===== config.mk =====
export PLATFORM = sky130hd
export DESIGN_NAME = knapsack_search
export DESIGN_NICKNAME = d
export VERILOG_FILES = /design/src/rtl/knapsack_search.sv
export SDC_FILE = /design/constraint.sdc
export NUM_CORES = 1
export LEC_CHECK = 0
export BUFFER_PORTS_ARGS = -buffer_cell sky130_fd_sc_hd__buf_2
export CAP_MARGIN = 15
export CORE_MARGIN = 1.5
export CORE_UTILIZATION = 55
export CTS_CLUSTER_SIZE = 40
export DETAILED_ROUTE_END_ITERATION = 16
export MAX_ROUTING_LAYER = met4
export PLACE_DENSITY = 0.83
export SLEW_MARGIN = 30
export SYNTH_ARGS = -nofsm -noshare
export SYNTH_HDL_FRONTEND = slang
export SYNTH_SLANG_ARGS = --single-unit

===== constraint.sdc =====
create_clock -name clk -period 4 [get_ports clk]
set_clock_uncertainty 0.1 [all_clocks]
set_input_delay 0.2 -clock clk [delete_from_list [all_inputs] [get_ports clk]]
set_output_delay 0.2 -clock clk [all_outputs]
set_load 0.005 [all_outputs]

===== src/rtl/knapsack_search.sv =====
// Brute-force subset enumerator: steps a candidate select vector through every
// subset, consults an external combinational checker, and records the results.
module knapsack_search #(
  parameter int N_ITEMS = 5
) (
  input  logic               clk,
  input  logic               rst_n,
  input  logic               start,
  input  logic               stop_on_first,
  output logic [N_ITEMS-1:0] sel,
  input  logic               valid_in,
  output logic               busy,
  output logic               done,
  output logic               found,
  output logic [N_ITEMS-1:0] first_sel,
  output logic [N_ITEMS-1:0] last_sel,
  output logic [N_ITEMS:0]   valid_count,
  output logic [1:0]         dbg_state
);

  // Handshake: start is a one-cycle request honoured only in IDLE; valid_in
  // must be the checker's same-cycle verdict for the sel currently driven.
  typedef enum logic [1:0] {
    IDLE = 2'd0,
    SCAN = 2'd1,
    DONE = 2'd2
  } state_t;

  localparam logic [N_ITEMS-1:0] SEL_LAST = '1;
  localparam logic [N_ITEMS-1:0] SEL_ONE  = {{(N_ITEMS-1){1'b0}}, 1'b1};
  localparam logic [N_ITEMS:0]   CNT_ONE  = {{N_ITEMS{1'b0}}, 1'b1};

  state_t               state, state_next;
  logic                 stop_latched, stop_latched_next;
  logic [N_ITEMS-1:0]   sel_next;
  logic                 found_next;
  logic [N_ITEMS-1:0]   first_sel_next, last_sel_next;
  logic [N_ITEMS:0]     valid_count_next;

  always_ff @(posedge clk or negedge rst_n) begin
    if (!rst_n) begin
      state        <= IDLE;
      stop_latched <= 1'b0;
      sel          <= '0;
      found        <= 1'b0;
      first_sel    <= '0;
      last_sel     <= '0;
      valid_count  <= '0;
    end else begin
      state        <= state_next;
      stop_latched <= stop_latched_next;
      sel          <= sel_next;
      found        <= found_next;
      first_sel    <= first_sel_next;
      last_sel     <= last_sel_next;
      valid_count  <= valid_count_next;
    end
  end

  always_comb begin
    state_next        = state;
    stop_latched_next = stop_latched;
    sel_next          = sel;
    found_next        = found;
    first_sel_next    = first_sel;
    last_sel_next     = last_sel;
    valid_count_next  = valid_count;

    case (state)
      IDLE: begin
        if (start) begin
          state_next        = SCAN;
          stop_latched_next = stop_on_first;
          sel_next          = '0;
          found_next        = 1'b0;
          first_sel_next    = '0;
          last_sel_next     = '0;
          valid_count_next  = '0;
        end
      end

      SCAN: begin
        if (valid_in) begin
          valid_count_next = valid_count + CNT_ONE;
          last_sel_next    = sel;
          if (!found) begin
            first_sel_next = sel;
            found_next     = 1'b1;
          end
        end
        // The all-ones candidate ends the scan so sel never wraps back to zero.
        if ((sel == SEL_LAST) || (valid_in && stop_latched)) begin
          state_next = DONE;
        end else begin
          sel_next = sel + SEL_ONE;
        end
      end

      DONE: begin
        state_next = IDLE;
      end

      default: begin
        state_next = IDLE;
      end
    endcase
  end

  assign busy      = (state == SCAN);
  assign done      = (state == DONE);
  assign dbg_state = state;

endmodule


==> results.txt, run 1 <==
largest net degree at the start of global routing - 26
Tmin final - 2085 ps
placed instance count - 161
synth unique cells - 30
number of global-route vias before repair - 884
run status - complete, no violations
fmax - 479.5 MHz
routability cong. - 0.8690
worst path cell trace - nand2b_1 > clkinv_1 > buf_2
dpl ws - 2102 ps
Seq/Total Area, Yosys - 51.49%
TritonCTS clock tree - built
Die ar. - 2500 sq um
# fillers - 151
Slew HR - 64.43%
Die H - 50 microns
R2R setup slack - 2050 ps
wire per inst - 15.04 microns
Initial Util - 60.09%
first-pass GRT wire length - 4188 microns
Multi-input gate area - 531.8 sq um
Clock Sinks - 25
actual slew at the worst max-slew pin - 533.6 ps
Clock Tree Root - clkbuf_4
worst vdd ir - 0.3464 mV
later-pin clock latency in the skew report - 310 ps
Synth Register Bits - 25
Static Leak - 0.7603 nW
worst hold path class - primary input to flop
final hold violations - 0
most frequent cells in the layout - 30 x buf_2, 25 x dfrtp_1, 14 x a22o_1, 10 x nand2_1
fin. max-slew vios - 0
CP max-delay cell - dfrtp_1
dpl hpwl - 1859 microns
Finished Core Util - 69.93%
RSZ-0062 raised after global routing - no
final count of negative-setup-slack endpoints - 0
IO Port Bufs - 30
Initial DRC Count - 15
cts bufs inserted - 3
Tcrit/Tclk final - 52.14%
Fin Setup TNS - 0 ps
CP Capture Type - output pin
Register Area - 625.6 sq um
Post-Syn Area - 1215 sq um
Row Count - 16
slowest stage delay, CP - 540 ps
H-tree Lvls - 1
cells after synthesis - 108
Ys Warns - 0
CP Data Arrival Time - 1790 ps
CTS max path bufs - 2
syn_area_per_cell - 11.25 sq um
Syn Nets - 116
grt ovf - 0
share of cells above drive strength 1 - 27.86%
n_diodes - 0
initial antenna violation count - 0
io pins - 31
Startpoint Class - flop
commonest non-fill, non-tap cell in the layout - buf_2
crit path kind - flop to output pin
via count - 966
via/cell ratio - 5.784
drc violations - 0
Reg clk slew, reported paths - 130 ps
Max FO, Critical Path - 14
Pre-antenna DRT Iters - 4
GRT Total Usage - 22.86%
Post-CTS Resized - 0
Final #Nets - 149
Final Instance Count excl. Fillers - 167
die width - 50 microns
remaining antenna violation count after routing - 0
Power Density - 634.3 nW/um^2
max cap viols - 0
final wirelength - 2511 microns
Layout area overhead - 16.38%
core area - 2022 sq um
Fin Hold WS - 154.9 ps
Crit path required time - 3700 ps
setup ws final - 1915 ps
[final timing paths]
| path | startpoint | endpoint | cells past startpoint |
|---|---|---|---|
| min in group asynchronous | rst_n | valid_count[0] | 2 |
| max in group asynchronous | rst_n | sel[1] | 2 |
| max | dbg_state[0] | busy | 3 |
| max reg2reg | sel[1] | sel[3] | 6 |
| min | valid_in | valid_count[4] | 3 |
| min reg2reg | valid_count[5] | valid_count[5] | 1 |
[power breakdown]
group / leakage (nW) / internal, W / switching, W
sequential: 0.332 / 0.000328 / 0.0000958
clock: 0.0150 / 0.0000389 / 0.0000728
combinational: 0.413 / 0.000178 / 0.000183
total: 0.760 / 0.000545 / 0.000352
[registers in the layout, summed over array words and instances, names as in the netlist]
signal / count
first_sel: 5
sel: 5
last_sel: 5
valid_count: 6
dbg_state: 2
found: 1
stop_latched: 1
[layout make-up]
class	instances	share of cell area [%]
Multi-Input combinational cell	72	37.61
Tap cell	27	2.389
Timing Repair Buffer	32	12.04
Sequential cell	25	44.25
Inverter	7	1.858
Clock buffer	4	1.858
[through the flow]
stage / area [sq um] / total power, W
after floorplan: 1215 / 0.0006662
after global placement: 1368 / 0.0007738
after detailed placement: 1368 / 0.0007891
after CTS: 1404 / 0.0008982
after global routing: 1414 / 0.0009646
final: 1414 / 0.0008969
[worst max-delay path: cells and delay by family (launching register included)]
family	cells	cell delay, ps
buffers and inverters	2	550
flip-flops	1	540
AND/OR/NAND/NOR	1	380
[what timing repair did]
item / in CTS / in global routing
buffers inserted: 0 / 0
endpoints found under the hold margin: 25 / 1
hold buffers: 1 / 1
[Yosys cell counts]
cell type	n	area, sq um
clkinv_1	1	3.750
a22o_1	14	122.6
and3_1	1	6.260
buf_1	1	3.750
o31a_4	1	17.52
nor2_1	5	18.77
or2b_1	1	7.510
nand2_1	10	37.54
dfrtp_1	25	625.6
a21oi_1	1	5.000
o21bai_2	1	11.26
nand3_1	3	15.01
nor3_1	1	5.000
and2_1	1	6.260
nor2b_1	2	12.51
ha_1	3	37.54
o21ai_0	5	25.02
buf_2	1	5.000
buf_6	2	22.52
mux2i_1	6	60.06
o211ai_1	3	22.52
nand2b_1	1	6.260
or3b_1	1	8.760
or3_1	1	6.260
mux2_4	2	30.03
mux2_2	2	22.52
inv_1	6	22.52
nand4_1	4	25.02
o31ai_1	2	15.01
a21o_1	1	7.510
[layer usage]
metal	vias to the layer above	wire [microns]	track usage [%]	share of wire, %
met5	-	0	-	0
met4	0	25	11.57	1.0
met3	2	69	3.333	2.7
met2	20	1207	33.77	48
met1	479	1209	30.62	48
li1	465	-	-	-
[cells by family after synthesis]
group / share of synthesized area [%]
buf+inv: 4.736
fa+ha+maj: 3.090
simple gates: 12.77
compound gates: 18.64
flops: 51.49
mux: 9.269
No activity file was read; power rests on OpenSTA's default activity.
==> inputs of run 2 (changes only) <==
--- a/config.mk
+++ b/config.mk
@@ -5,14 +5,15 @@
 export SDC_FILE = /design/constraint.sdc
 export NUM_CORES = 1
 export LEC_CHECK = 0
+export ABC_AREA = 1
 export BUFFER_PORTS_ARGS = -buffer_cell sky130_fd_sc_hd__buf_2
 export CAP_MARGIN = 15
 export CORE_MARGIN = 1.5
-export CORE_UTILIZATION = 55
+export CORE_UTILIZATION = 51
 export CTS_CLUSTER_SIZE = 40
 export DETAILED_ROUTE_END_ITERATION = 16
 export MAX_ROUTING_LAYER = met4
-export PLACE_DENSITY = 0.83
+export PLACE_DENSITY = 0.78
 export SLEW_MARGIN = 30
 export SYNTH_ARGS = -nofsm -noshare
 export SYNTH_HDL_FRONTEND = slang
==> constraint.sdc (replaced) <==
create_clock -name clk -period 1.95 [get_ports clk]
set_clock_uncertainty 0.1 [all_clocks]
set_input_delay 0.0975 -clock clk [delete_from_list [all_inputs] [get_ports clk]]
set_output_delay 0.0975 -clock clk [all_outputs]
set_load 0.005 [all_outputs]
==> run 2 against run 1 <==
Compared with the run above: die area increased by 5.4%; clock power increased by 110%; flip-flop and latch count is the same; register-to-register slack lost 1800 ps; critical path depth grew 7; via count grew 2.7%; synthesized cell count up 31%; sequential power grew 81%; synthesized area decreased by 2.0%; power up 91%; critical endpoint is now sel[3].
==> results.txt, run 2 <==
Row Count - 17
via count - 992
Initial DRC Count - 14
dpl hpwl - 1715 microns
CP Data Arrival Time - 1810 ps
Psw - 0.0007143 W
Clock Tree Root - clkbuf_4
Reg clk slew, reported paths - 130 ps
cells after synthesis - 142
switching share of total power - 41.59%
wire per inst - 11.22 microns
Overall Power - 0.001717 W
final wirelength - 2300 microns
share of Yosys cell area claimed by the top area cell type - 52.52%
Pre-antenna DRT Iters - 4
reg2reg start - sel[0]
later-pin clock latency in the skew report - 310 ps
worst vdd ir - 0.7242 mV
TritonCTS clock tree - built
number of flops mapped to enable cells by yosys - 0
Static Leak - 0.7973 nW
Fin Setup TNS - 0 ps
IO Port Bufs - 30
commonest non-fill, non-tap cell in the layout - nand2_1
worst hold path class - primary input to flop
Finished Core Util - 63.97%
setup ws final - 256.4 ps
remaining antenna violation count after routing - 0
routability cong. - 0.8151
number of global-route vias before repair - 950
max cap viols - 0
R2R setup slack - 260 ps
largest net degree at the start of global routing - 26
grt ovf - 0
share of cells above drive strength 1 - 27.12%
most frequent cells in the layout - 47 x nand2_1, 30 x buf_2, 25 x dfrtp_1, 20 x nor2_1, 10 x inv_1
initial antenna violation count - 0
Comb pwr share - 41.9%
FF-to-FF End - sel[3]
GRT Total Usage - 20.76%
H-tree Lvls - 1
Final #Nets - 186
n_diodes - 0
CTS max path bufs - 2
Clock Power Share - 13.4%
Tcrit/Tclk final - 86.85%
final hold violations - 0
Power Density - 1214 nW/um^2
ys flop type - dfrtp_1
fin. max-slew vios - 0
internal cell power - 0.001003 W
Clock Sinks - 25
syn_area_per_cell - 8.388 sq um
FFs w/ async S/R, synth - 100.0%
drc violations - 0
Slew HR - 63.47%
Post-Syn Area - 1191 sq um
final count of negative-setup-slack endpoints - 0
io pins - 31
run status - complete, no violations
commonest cells in the synthesized netlist - 47 x nand2_1, 25 x dfrtp_1, 20 x nor2_1, 10 x inv_1, 9 x nand3_1
FF-to-FF path depth - 10
Layout area overhead - 18.80%
Post-CTS Resized - 0
CP Capture Type - flop
core area - 2212 sq um
Worst Setup SP - sel[0]
Synth Register Bits - 25
Die ar. - 2634 sq um
Startpoint Class - flop
max reg flops - 6
actual slew at the worst max-slew pin - 548.0 ps
dpl ws - 285.6 ps
register name with the most flops - valid_count
synth unique cells - 21
most common cell in the synthesized netlist - nand2_1
die width - 51.33 microns
Seq/Total Area, Yosys - 52.52%
Tmin final - 1694 ps
Flop pwr share - 44.7%
synth top area cells - dfrtp_1 53%, nand2_1 15%, nor2_1 6.3%, nand3_1 3.8%, ha_1 3.2%
Die H - 51.33 microns
setup bufs post-CTS - 0
cts bufs inserted - 3
fmax - 590.5 MHz
first-pass GRT wire length - 4022 microns
Initial Util - 53.85%
Worst setup endpoint - sel[3]
via/cell ratio - 4.839
Synth area leader - dfrtp_1
Crit path required time - 2070 ps
Syn Nets - 150
crit path kind - flop to flop
RSZ-0062 raised after global routing - no
Max FO, Critical Path - 6
Ys Warns - 0
## run 2: worst min path at each step
| stage | startpoint | end | slack, ps | cells after the start |
|---|---|---|---|---|
| floorplan | rst_n | dbg_state[0] | -300 | 0 |
| global placement | rst_n | stop_latched | 10 | 1 |
| detailed placement | rst_n | found | 20 | 1 |
| CTS | valid_in | valid_count[0] | 40 | 3 |
| global route | valid_in | valid_count[0] | 60 | 3 |
| finish | valid_in | valid_count[0] | 40 | 3 |
## run 2: layout make-up
cell class,instances,area (sq um)
timing repair buffer,32,170.2
sequential,25,625.6
clock buffer,4,26.28
multi-input combinational,101,501.7
tap,28,35.03
fill,204,797.0
inverter,15,56.30
## run 2: power groups by stage
stage	Combinational (W)	Sequential, W	Clock (W)
2_1_floorplan	0.000463	0.000785	0
3_3_place_gp	0.000702	0.000771	0
3_5_place_dp	0.000717	0.000779	0
4_1_cts	0.000724	0.000769	0.000238
5_1_grt	0.000828	0.000789	0.000254
6_report	0.000719	0.000767	0.000231
## run 2: stage by stage
step / cell area, sq um / cells / hold WS (ps)
after CTS: 1415 / 205 / 40.74
after global routing: 1415 / 205 / 55.71
after global placement: 1369 / 199 / 12.30
after floorplan: 1191 / 142 / -298.1
final: 1415 / 205 / 44.92
after detailed placement: 1369 / 199 / 24.37
## run 2: routing by layer
metal,wire length [microns],track usage (%),vias to the layer above
li1,-,-,511
met1,1074,26.20,454
met2,1110,34.85,23
met3,89,3.216,4
met4,25,6.140,0
met5,0,-,-
## run 2: repair_timing
| action | CTS | global route |
|---|---|---|
| setup endpoints to repair | 0 | 0 |
| hold buffers | 2 | 0 |
| endpoints found under the hold margin | 26 | 0 |
## run 2: kinds of logic after synthesis
logic type	after synthesis	synth area share (%)
AND/OR/NAND/NOR	88	34.14
flip-flops	25	52.52
buffers and inverters	16	5.358
AO/OA/AOI/OAI	9	4.096
adder cells (fa/ha/maj)	3	3.152
XOR/XNOR	1	0.7354
## run 2: worst max-delay path: stages, from the launching register on
cell and delay, ps:
dfrtp_1 430, ha_1 220, nand2_1 80, nor2_1 50, ha_1 170, inv_1 50, nand2_1 80, nor2_2 210
nand3_1 100, nand2_1 70, nor2_1 40
